**config.mk**
```make
export PLATFORM = sky130hd
export DESIGN_NAME = comparador_serie
export DESIGN_NICKNAME = d
export VERILOG_FILES = /design/src/rtl/comparador_serie.sv
export SDC_FILE = /design/constraint.sdc
export NUM_CORES = 1
export LEC_CHECK = 0
export CORE_ASPECT_RATIO = 0.5
export CORE_UTILIZATION = 45
export DETAILED_ROUTE_END_ITERATION = 7
export MAX_ROUTING_LAYER = met4
export PLACE_DENSITY = 0.83
export RECOVER_POWER = 50
export REMOVE_ABC_BUFFERS = 1
export SLEW_MARGIN = 20
export SYNTH_ARGS = -nofsm -noshare
export SYNTH_HDL_FRONTEND = slang
export SYNTH_SLANG_ARGS = --single-unit
export TNS_END_PERCENT = 1
```
**constraint.sdc**
```tcl
create_clock -name clk -period 1.8 [get_ports clk]
set_input_delay 0.36 -clock clk [delete_from_list [all_inputs] [get_ports clk]]
set_output_delay 0.36 -clock clk [all_outputs]
set_load 0.03 [all_outputs]
```
**src/rtl/comparador_serie.sv**
```systemverilog
`default_nettype none
// ============================================================================
// Module   : comparador_serie
// Brief    : Bit-serial MSB-first magnitude comparator with early exit,
//            optional two's complement mode and examined-bit count.
// Revision : 1.0 - initial release
// ============================================================================
module comparador_serie #(
    parameter  int N  = 8,
    localparam int CW = $clog2(N + 1)
) (
    input  logic          clk,
    input  logic          reset,
    input  logic          start,
    input  logic          signo,
    input  logic [N-1:0]  A,
    input  logic [N-1:0]  B,
    output logic          busy,
    output logic          done,
    output logic          menor,
    output logic          igual,
    output logic          mayor,
    output logic [CW-1:0] ciclos
);

    localparam int IW = $clog2(N);

    typedef enum logic [0:0] {
        IDLE    = 1'b0,
        COMPARA = 1'b1
    } state_t;

    state_t        r_state, w_state_nxt;
    logic [N-1:0]  r_a, w_a_nxt;
    logic [N-1:0]  r_b, w_b_nxt;
    logic          r_signo, w_signo_nxt;
    logic [IW-1:0] r_idx, w_idx_nxt;
    logic          r_busy, w_busy_nxt;
    logic          r_done, w_done_nxt;
    logic          r_menor, w_menor_nxt;
    logic          r_igual, w_igual_nxt;
    logic          r_mayor, w_mayor_nxt;
    logic [CW-1:0] r_ciclos, w_ciclos_nxt;

    logic          w_bit_a;
    logic          w_bit_b;
    logic          w_flip;

    assign w_bit_a = r_a[r_idx];
    assign w_bit_b = r_b[r_idx];
    // In signed mode the sign bit carries inverted weight, so the decision
    // flips only when the operands first differ at the MSB.
    assign w_flip  = r_signo && (r_idx == IW'(N - 1));

    always_ff @(posedge clk or posedge reset) begin
        if (reset) begin
            r_state  <= IDLE;
            r_a      <= '0;
            r_b      <= '0;
            r_signo  <= 1'b0;
            r_idx    <= '0;
            r_busy   <= 1'b0;
            r_done   <= 1'b0;
            r_menor  <= 1'b0;
            r_igual  <= 1'b0;
            r_mayor  <= 1'b0;
            r_ciclos <= '0;
        end else begin
            r_state  <= w_state_nxt;
            r_a      <= w_a_nxt;
            r_b      <= w_b_nxt;
            r_signo  <= w_signo_nxt;
            r_idx    <= w_idx_nxt;
            r_busy   <= w_busy_nxt;
            r_done   <= w_done_nxt;
            r_menor  <= w_menor_nxt;
            r_igual  <= w_igual_nxt;
            r_mayor  <= w_mayor_nxt;
            r_ciclos <= w_ciclos_nxt;
        end
    end

    always_comb begin
        w_state_nxt  = r_state;
        w_a_nxt      = r_a;
        w_b_nxt      = r_b;
        w_signo_nxt  = r_signo;
        w_idx_nxt    = r_idx;
        w_busy_nxt   = r_busy;
        w_done_nxt   = 1'b0;
        w_menor_nxt  = r_menor;
        w_igual_nxt  = r_igual;
        w_mayor_nxt  = r_mayor;
        w_ciclos_nxt = r_ciclos;

        case (r_state)
            IDLE: begin
                if (start) begin
                    w_a_nxt      = A;
                    w_b_nxt      = B;
                    w_signo_nxt  = signo;
                    w_idx_nxt    = IW'(N - 1);
                    w_menor_nxt  = 1'b0;
                    w_igual_nxt  = 1'b0;
                    w_mayor_nxt  = 1'b0;
                    w_ciclos_nxt = '0;
                    w_busy_nxt   = 1'b1;
                    w_state_nxt  = COMPARA;
                end
            end
            COMPARA: begin
                w_ciclos_nxt = r_ciclos + CW'(1);
                if (w_bit_a != w_bit_b) begin
                    w_mayor_nxt = w_bit_a ^ w_flip;
                    w_menor_nxt = ~(w_bit_a ^ w_flip);
                    w_igual_nxt = 1'b0;
                    w_done_nxt  = 1'b1;
                    w_busy_nxt  = 1'b0;
                    w_state_nxt = IDLE;
                end else if (r_idx == '0) begin
                    w_igual_nxt = 1'b1;
                    w_menor_nxt = 1'b0;
                    w_mayor_nxt = 1'b0;
                    w_done_nxt  = 1'b1;
                    w_busy_nxt  = 1'b0;
                    w_state_nxt = IDLE;
                end else begin
                    w_idx_nxt = r_idx - IW'(1);
                end
            end
            default: begin
                w_state_nxt = IDLE;
                w_busy_nxt  = 1'b0;
            end
        endcase
    end

    assign busy   = r_busy;
    assign done   = r_done;
    assign menor  = r_menor;
    assign igual  = r_igual;
    assign mayor  = r_mayor;
    assign ciclos = r_ciclos;

endmodule
`default_nettype wire

```
Word-level counts from Yosys, hierarchy flattened. Index checks and enable logic that the tools add are counted.

Bitwise logic cells: 3. Multiplexer cells: 29. Reduce and logical (&&, ||, !) cells: 5. Eq/ne operators: 6. Add/sub/neg operators: 2. $lt $le $gt $ge: 1.

Operator list (count): 1-bit two-way mux (16); 1-bit case mux with 2 select lines (5); 3-bit two-way mux (3); 4-bit case mux with 2 select lines (1); 1-bit binary-select mux with 3-bit select (2); 2-bit inequality test, second input constant (3); 3-bit case mux with 2 select lines (1); 4-bit by 1-bit adder with 4-bit output, second input constant (1); 3-bit by 4-bit less-than comparator with 1-bit output, second input constant (1); 4-bit two-way mux (1); 2-bit AND reduction (2); 3-bit == test, second input constant (1); 3-bit logical NOT (1); 3-bit by 1-bit inequality test with 1-bit output, second input constant (1); 3-bit AND reduction (1); 3-bit by 1-bit subtractor with 3-bit output, second input constant (1); 1-bit inverter (2); 1-bit logical AND (1); 1-bit inequality test (1); 1-bit bitwise XOR (1).

Logic and storage cells: 57. Register bits after elaboration: 30. Output and inout port bits: 9.

Logic depth before layout (Yosys ltp).
Depth in word-level cells: 6. Depth in mapped cells: 6. Depth with buffers taken out: 5.

Worst setup path before layout. No wires, ideal clock.

Kind: register -> register. Start point: reg r_idx[0]. End point: reg r_idx[0]. Slack: -178 ps. Library setup time: 125 ps. Buffers on the path: 0. Arrival: 1853 ps. Cell stages (with the launch flop): 6. Clock period less this slack: 1978 ps. Data required time: 1675 ps. Path through: dfrtp_1 -> mux4_1 -> mux2i_2 -> xnor2_2 -> nand3_1 -> mux2_4.

Word-level cells in the longest chain between the ends: 5. Elaborated cells between the ends (all ways): 13.

RTL lines: start: declaration (RTL line 37) `logic [IW-1:0] r_idx, w_idx_nxt;`; start signal: assignment (RTL line 73) `r_idx <= w_idx_nxt;`; 1-bit binary-select mux with 3-bit select (on tied branches) (RTL line 49, 50); 1-bit two-way mux (on tied branches) (RTL line 49, 50); 1-bit inequality test (RTL line 113) `if (w_bit_a != w_bit_b) begin`; 2-bit inequality test (no source line); 3-bit AND reduction (no source line).

Parallel ways exist; a longest one is shown, timed or not. The select of a mux whose other input is x is not followed. A chain may end at the register's enable or synchronous reset.

Worst setup path after layout.
Start point: reg r_idx[0]. End point: reg r_menor, in the netlist menor.

Word-level cells in the longest chain between the ends: 6. Elaborated cells between the ends (all ways): 14.

RTL lines: 1-bit binary-select mux with 3-bit select or 3-bit == test (tied branches) (RTL line 49, 53); 1-bit two-way mux (not written as such) or 1-bit logical AND (tied branches) (RTL line 49, 53); 1-bit bitwise XOR (RTL line 115) `w_menor_nxt = ~(w_bit_a ^ w_flip);`; 1-bit inverter (RTL line 115); 1-bit two-way mux (RTL line 113); 1-bit case mux with 2 select lines (RTL line 96) `case (r_state)`; end signal: assignment (RTL line 76) `r_menor <= w_menor_nxt;`; end: declaration (RTL line 40) `logic r_menor, w_menor_nxt;`.

Parallel ways exist; a longest one is shown, timed or not. The select of a mux whose other input is x is not followed.

==> results.cfg <==
[place]
io_buffers = 28
place_ws_ns = -0.223
dp_hpwl_um = 1800
placed_area_um2 = 1820
gp_congestion = 0.758
placed_cells = 175

[layout]
layout.nets = 167
fin_util = 0.645
postLayoutCellArea_um2 = 1940
antenna_cells = 0
final_cell_mix = dfrtp_1 (29), clkdlybuf4s50_1 (25), mux2_2 (18)
layout_commonest_cell = dfrtp_1
area_growth_pct = 35.3
fillers = 236
drive_gt1_frac = 0.331
instances_no_fill = 182

[worst_setup_path]
slowest_delay_ns = 0.54
reg2regPathDepth = 6
crit_path_max_fanout = 4
r2r_start = r_idx[0]$_DFFE_PP0P_
path_class = reg -> reg
path_cells = mux4_2, mux2i_4, buf_6, xnor2_2, nor2b_1, a221o_1
critPathSlowestCell = mux4_2
crit_end = menor$_DFFE_PP0P_
cp_data_required_time_ns = 1.95
arrival_ns = 2.14
r2r_end = menor$_DFFE_PP0P_
worst_setup_path_start_kind = flip-flop
regToRegSetupSlack_ns = -0.18
startpoint = r_idx[0]$_DFFE_PP0P_
worst_setup_path_end_kind = flip-flop

[sta]
slew-limit-headroom = 0.507
finalHoldViolCount = 0
min_period_ns = 1.98
setup_viol = 7
finalWorstSetupSlack_ns = -0.182
finClkSkew_ns = 0.00474
slew_viol_final = 0
rsz0062_at_grt = true
max_freq_mhz = 505
final.period_utilization = 1.10
worst_slew_pin_slew_ns = 0.739

[cts]
cts_root_buf = clkbuf_8
path_clk_slew_ns = 0.06
numCtsBuffers = 5
post_cts_buffers = 0
clk_path_buf_depth = 2
htree_levels = 2
numClockSinks = 30
worstSkewPairLatency_ns = 0.28
cts_tree = done

[min_path]
worst_hold_path_type = reg -> reg
min_delay_path_depth = 1

[pwr]
vdd_ir_drop_max_mv = 0.881
p_leak_nw = 0.858
power.total_mw = 3.84
powerDensity_nw_per_um2 = 1980

[logic_synthesis]
yosysSeqAreaShare = 0.523
yosysUniqueCellTypes = 32
yosysWarnings = 0
yosys.area.top_type = dfrtp_1
netlist_area_um2 = 1440
synth.area.top_cells = dfrtp_1 (52%), mux2_2 (14%), mux4_1 (3.7%), ha_1 (3.5%), mux4_2 (3.1%)
synth_top_area_share = 0.523
ys_ff_latch = 30
syn_avg_cell_area_um2 = 13.9
syn_inst = 103

[drt]
drtAntennaViolNets = 0
drtPass1Iterations = 4
postRouteWirelength_um = 2700
drtIter0Drc = 50
num_vias = 966
avgRoutedWirePerCell_um = 14.8
drcViolationCount = 0
avgViaCountPerCell = 5.31

[floorplanning]
start_util = 0.477
die_area_um2 = 3440
die_y_um = 42.0
core_um2 = 3010
die_width_um = 81.9
rows = 14
io_pins = 29

[status]
outcome = finished with violations
violations = setup timing

[global_routing]
antenna_found_initial = 0
grt_max_degree = 31
grt_usage = 0.197
grt_pass1_wl_um = 4700
grt_pass1_vias = 999
grt_overflow_total = 0

[job]
drv_cap = 0
## state kept, by name, summed over array words and instances (netlist names)
register / count
busy: 1
ciclos: 4
done: 1
igual: 1
mayor: 1
menor: 1
r_a: 8
r_b: 8
r_idx: 3
r_signo: 1
r_state: 1
## cells by family after synthesis
group           count (synthesis)  synth area share
compound gates                  9            0.0505
fa+ha+maj                       4            0.0348
flops                          30             0.523
xor+xnor                        3            0.0235
simple gates                   22            0.0836
mux                            27             0.259
buf+inv                         8            0.0261
## worst min path at each step
| stage | start | endpoint |
|---|---|---|
| 2_1_floorplan | reset | busy$_DFFE_PP0P_ |
| 3_3_place_gp | ciclos[3]$_DFFE_PP0P_ | ciclos[3]$_DFFE_PP0P_ |
| 3_5_place_dp | ciclos[3]$_DFFE_PP0P_ | ciclos[3]$_DFFE_PP0P_ |
| 4_1_cts | reset | ciclos[2]$_DFFE_PP0P_ |
| 5_1_grt | ciclos[3]$_DFFE_PP0P_ | ciclos[3]$_DFFE_PP0P_ |
| 6_report | ciclos[3]$_DFFE_PP0P_ | ciclos[3]$_DFFE_PP0P_ |
## Yosys cell counts
master and number:
a21oi_1 2, a221o_1 3, a22o_1 1, a31o_1 1, a32o_1 1, and2_1 1, and4_1 2, buf_1 1
buf_6 1, clkbuf_1 3, dfrtp_1 30, ha_1 4, inv_1 2, inv_2 1, mux2_2 18, mux2_4 1
mux2i_1 2, mux2i_2 1, mux2i_4 1, mux4_1 2, mux4_2 2, nand2_1 3, nand2b_1 3, nand3_1 3
nand4_1 1, nor2_1 6, nor2b_1 2, nor4bb_1 1, o21ai_0 1, xnor2_1 1, xnor2_2 1, xor2_1 1
## through the flow
| stage | setup TNS [ns] | hold slack (ns) |
|---|---|---|
| 2_1_floorplan | -3.48 | 0.451 |
| 3_3_place_gp | -0.885 | 0.466 |
| 3_5_place_dp | -1.31 | 0.480 |
| 4_1_cts | -0.801 | 0.465 |
| 5_1_grt | -1.41 | 0.514 |
| 6_report | -0.880 | 0.480 |
## metal layers
metal	vias up	global-route usage	part of all wire
met1	487	0.251	0.47
met2	19	0.293	0.48
met3	5	0.0659	0.039
li1	455	-	-
met5	-	-	0
met4	0	0.0737	0.015
## area by class of cell
| class | count | area, um2 | share of cell area |
|---|---|---|---|
| flip-flops and latches | 30 | 752 | 0.387 |
| multi-input cells | 66 | 677 | 0.348 |
| repair buffers | 37 | 370 | 0.191 |
| clock buffers | 6 | 82.6 | 0.0425 |
| well taps | 40 | 50.0 | 0.0258 |
| inverters | 3 | 11.3 | 0.00580 |
## what timing repair did
| item | 4_1_cts | 5_1_grt |
|---|---|---|
| hold buffers | 0 | 0 |
| gates cloned | 1 | 0 |
| gates resized for setup | 7 | 5 |
| pin swaps | 3 | 1 |
| endpoints found under the setup margin | 8 | 10 |
## worst max-delay path: cells and delay by family (launching register included)
| kind | cells | cell delay, ns |
|---|---|---|
| AND/OR/NAND/NOR | 1 | 0.14 |
| flip-flops | 1 | 0.42 |
| XOR/XNOR | 1 | 0.07 |
| AO/OA/AOI/OAI | 1 | 0.30 |
| multiplexers | 2 | 0.79 |
| buffers and inverters | 1 | 0.14 |
## report_power, final
part           total (mW)  internal (mW)  switching, mW  leakage (nW)
clock network       0.520          0.294          0.227        0.0431
registers            1.19          0.989          0.199         0.357
logic                2.13           1.16          0.969         0.458
total                3.84           2.44           1.39         0.858
(Power assumes the default switching activity.)
